==> config.mk <==
export PLATFORM = sky130hd
export DESIGN_NAME = oam_dma_engine
export DESIGN_NICKNAME = d
export VERILOG_FILES = /design/src/rtl/oam_dma_engine.sv
export SDC_FILE = /design/constraint.sdc
export NUM_CORES = 1
export LEC_CHECK = 0
export ABC_AREA = 0
export BUFFER_PORTS_ARGS = -buffer_cell sky130_fd_sc_hd__buf_2
export CELL_PAD_IN_SITES_DETAIL_PLACEMENT = 0
export CELL_PAD_IN_SITES_GLOBAL_PLACEMENT = 2
export CORE_UTILIZATION = 23
export DETAILED_ROUTE_END_ITERATION = 16
export MAX_ROUTING_LAYER = met4
export PLACE_DENSITY_LB_ADDON = 0.1
export SYNTH_ARGS = -nofsm -noshare
export SYNTH_HDL_FRONTEND = slang
export SYNTH_SLANG_ARGS = --single-unit
export TNS_END_PERCENT = 30
==> constraint.sdc <==
create_clock -name clk -period 1.3 [get_ports clk]
set_input_delay 0.26 -clock clk [delete_from_list [all_inputs] [get_ports clk]]
set_output_delay 0.26 -clock clk [all_outputs]
set_load 0.05 [all_outputs]
==> src/rtl/oam_dma_engine.sv <==
// OAM sprite DMA engine: a CPU write to $4014 halts the CPU and copies the
// 256-byte page {page,00..FF} into OAM, one read/write CPU-cycle pair per byte.
module oam_dma_engine (
  input  logic        clk,
  input  logic        rst,
  input  logic        cpu_en,
  input  logic [15:0] cpu_addr,
  input  logic [7:0]  cpu_dout,
  input  logic        cpu_we,
  input  logic [7:0]  mem_din,
  output logic        dma_active,
  output logic [15:0] dma_addr,
  output logic        dma_rd,
  output logic [7:0]  oam_addr,
  output logic [7:0]  oam_wdata,
  output logic        oam_we
);

  localparam logic [2:0] ST_IDLE  = 3'd0;
  localparam logic [2:0] ST_HALT  = 3'd1;
  localparam logic [2:0] ST_ALIGN = 3'd2;
  localparam logic [2:0] ST_READ  = 3'd3;
  localparam logic [2:0] ST_WRITE = 3'd4;

  logic [2:0] state_r;
  logic       par_r;
  logic [7:0] index_r;
  logic [7:0] page_r;
  logic [7:0] wdata_r;
  logic       trigger_s;

  assign trigger_s = cpu_we && (cpu_addr == 16'h4014);

  // Sequencer; triggers are only honoured from IDLE, so a write during a DMA is dropped.
  always_ff @(posedge clk) begin
    if (rst) begin
      state_r <= ST_IDLE;
      par_r   <= 1'b0;
      index_r <= 8'd0;
      page_r  <= 8'd0;
      wdata_r <= 8'd0;
    end else if (cpu_en) begin
      par_r <= ~par_r;
      case (state_r)
        ST_IDLE: begin
          if (trigger_s) begin
            state_r <= ST_HALT;
            page_r  <= cpu_dout;
            index_r <= 8'd0;
          end else begin
            state_r <= ST_IDLE;
          end
        end
        // par=1 now means the following CPU cycle is even, which is where reads must land
        ST_HALT:  state_r <= par_r ? ST_READ : ST_ALIGN;
        ST_ALIGN: state_r <= ST_READ;
        ST_READ: begin
          state_r <= ST_WRITE;
          wdata_r <= mem_din;
        end
        ST_WRITE: begin
          if (index_r == 8'hFF) begin
            state_r <= ST_IDLE;
            index_r <= 8'd0;
          end else begin
            state_r <= ST_READ;
            index_r <= index_r + 8'd1;
          end
        end
        default: state_r <= ST_IDLE;
      endcase
    end else begin
      state_r <= state_r;
    end
  end

  // Bus-side outputs decoded from the registered state.
  always_comb begin
    dma_active = 1'b0;
    dma_rd     = 1'b0;
    dma_addr   = 16'h0000;
    if (state_r == ST_IDLE) begin
      dma_active = 1'b0;
      dma_addr   = 16'h0000;
    end else begin
      dma_active = 1'b1;
      dma_addr   = {page_r, index_r};
    end
    if (state_r == ST_READ) begin
      dma_rd = 1'b1;
    end else begin
      dma_rd = 1'b0;
    end
  end

  assign oam_addr  = index_r;
  assign oam_wdata = wdata_r;
  assign oam_we    = (state_r == ST_WRITE) && cpu_en;

endmodule

==> impl_metrics.tcl <==
set metrics [dict create \
    drt-pass1-iter-count 4 \
    period_minus_slack_ns 1.71 \
    max-cap-violations 0 \
    synthArstFlopShare_pct 0 \
    synth_cells 191 \
    grt_pass1_vias 1742 \
    fin_total_pwr_mw 1.69 \
    synth_area_um2 1590 \
    clock_latency_ns 0.28 \
    fmax_mhz 586 \
    multi_input_area_um2 1070 \
    ys_warn_count 0 \
    crit_arrival_ns 1.45 \
    yosysMostFrequentCell "dfxtp_1" \
    critPathLaunchType "flip-flop" \
    r2r_cells 5 \
    routedWlPerCell_um 13.5 \
    cp.depth 5 \
    die_area_um2 7250 \
    design_area_um2 2650 \
    clkTransAtPathRegs_ns 0.11 \
    boundaryPins 71 \
    routed_via_density 4.75 \
    num_antenna_cells 0 \
    cts.sinks 28 \
    p_per_area_nw_per_um2 639 \
    drive_above_1_share_pct 57.6 \
    cts_buffer_depth 2 \
    die_w_um 85.1 \
    path_buf_inv 4 \
    place_congestion 0.751 \
    placementRows 29 \
    nets 328 \
    cts.htree.levels 1 \
    placed_area_um2 2300 \
    tightestPinTransition_ns 0.319 \
    path_cells "buf_6 -> nor3_4 -> buf_6 -> clkinvlp_4 -> buf_6" \
    core_area_um2 6490 \
    synthFlopType "dfxtp_1" \
    die_y_um 85.1 \
    setup_viol 37 \
    cp_slowest_cell "dfxtp_4" \
    wl_mm 4.96 \
    gr-usage-all-layers_pct 14.5 \
    overflow 0 \
    synth_edf_count 0 \
    hold_depth 3 \
    setup_ws_ns -0.407 \
    drt_iter0_drc 68 \
    skew_ns 0.00701 \
    stdcell_count 367 \
    crit_path_end_kind "primary output" \
    dp.final_hpwl_mm 3.62 \
    syn_to_final_growth_pct 66.6 \
    drc 0 \
    cp_slowest_stage_delay_ns 0.37 \
    cts_made_buffers 3 \
    regArea_um2 584 \
    violations "negative setup slack" \
    ctsHoldBuffers 0 \
    ys_seq_area_share_pct 35.3 \
    dp.cells 358 \
    antenna_found_initial 0 \
    crit_top_cell "buf_6" \
    critPathTopFamily "buffers and inverters" \
    synth_top_area_cell "dfxtp_1" \
    clock-root-buffer "clkbuf_8" \
    dp_slack_ns -0.281 \
    port_buffers 70 \
    maxSlewViolCount 0 \
    num_vias 1744 \
    final_antenna_net_count 0 \
    synthTopCellsByCount "28 x dfxtp_1, 23 x a21oi_1, 21 x nand2_1, 21 x nor2b_1, 11 x nand4_1" \
    run_status "finished, violations left" \
    hold_violations 0 \
    start_util_pct 24.5 \
    cts_tree "done" \
    ys_seq_elements 28 \
    critical_path_class "reg2out" \
    crit_fanout 5 \
    synth_top_area_share_pct 35.3 \
    rsz0062_at_grt "yes" \
    slew-limit-headroom_pct 78.6 \
    syn_area_per_cell_um2 8.32 \
    p_leak_nw 1.01 \
    hp-class "in2reg" \
    fillers 685 \
    grt_first_pass_wirelength_mm 8.26 \
    grt_max_degree 17 \
    peakVddDrop_uv 324 \
    yosysUniqueCellTypes 44 \
    cp.required_ns 1.04 \
    fin_crit_sh_pct 131 \
    synth.net_count 228 \
    synth.area.top_cells "dfxtp_1 35%, nor2b_1 8.3%, a21oi_1 7.2%" \
]
## routing by layer
metal	track usage [%]	vias up	share of wire [%]
met2	24.9	32	50
met3	2.04	4	2.5
met5	-	-	0
met4	2.93	0	0.83
li1	-	887	-
met1	18.1	821	47
## worst paths after layout
| check | startpoint | end | slack (ns) |
|---|---|---|---|
| setup / recovery | state_r[1]$_SDFFE_PP0P_ | dma_active | -0.41 |
| hold / removal | mem_din[1] | oam_wdata[1]$_SDFFE_PP0P_ | 0.20 |
| setup reg to reg | state_r[1]$_SDFFE_PP0P_ | oam_addr[5]$_SDFFE_PP0P_ | -0.25 |
| hold reg to reg | oam_wdata[3]$_SDFFE_PP0P_ | oam_wdata[3]$_SDFFE_PP0P_ | 0.46 |
## kinds of logic (layout without fill, tap and decap cells)
family / count (synthesis) / after routing / synth area share [%]
AO/OA/AOI/OAI: 49 / 49 / 21.0
XOR/XNOR: 1 / 1 / 0.551
adder cells (fa/ha/maj): 1 / 1 / 0.787
buffers and inverters: 18 / 117 / 5.35
flip-flops: 28 / 28 / 35.3
multiplexers: 1 / 1 / 0.630
AND/OR/NAND/NOR: 93 / 93 / 36.4
## what timing repair did
action                     CTS  global route
buffers inserted             4             0
setup endpoints to repair   50            46
resized for setup           68             6
cloned                       1             0
pin swaps                    8             0
## sequential cells by signal, summed over array words and instances (netlist names)
register   count
oam_addr       8
oam_wdata      8
page_r         8
par_r          1
state_r        3
## metrics by stage
step                      hold slack [ns]  TNS (ns)  utilization, %
after floorplan                     0.396     -3.73               -
after global placement              0.441     -5.94            35.4
after detailed placement            0.448     -5.82            35.4
after CTS                           0.193     -9.94            40.5
after global routing                0.210    -13.15            40.8
final                               0.200     -9.55            40.8
## power breakdown
group / switching, mW / total, mW / internal [mW]
Combinational: 0.0630 / 0.131 / 0.0678
Clock: 0.294 / 0.706 / 0.413
Sequential: 0.00221 / 0.854 / 0.852
Total: 0.359 / 1.69 / 1.33
## layout by cell type, fill, tap and decap left out, drive strengths merged
cell type and instances:
buf 107, dfxtp 28, a21oi 24, nand2 21, nor2b 21, nand4 11, o31ai 9, nor2 8
nand2b 6, o21ai 6, nand3 5, nor3 5, inv 4, clkbuf 4, and3 3, a211oi 3
a311oi 3, nor4b 2, nand3b 2, nor4 2, nor3b 2, and3b 1, clkinvlp 1, nand4bb 1
and4 1, or3b 1, xnor2 1, and2 1, o211ai 1, a32oi 1, a31oi 1, mux2i 1
o22ai 1, ha 1, bufinv 1
## worst reg2reg max path, stage by stage, from the launching register on
cell      delay [ns]
dfxtp_4         0.37
buf_4           0.14
or3b_4          0.39
a21oi_4         0.21
o21ai_1         0.11
a311oi_2        0.25
## area by class of cell
cell class | count | area share [%]
sequential | 28 | 22.1
tap | 77 | 3.64
multi-input combinational | 145 | 40.5
timing repair buffer | 108 | 30.2
inverter | 5 | 0.851
clock inverter | 1 | 1.13
clock buffer | 3 | 1.56
Power figures use the tool's default switching activity.
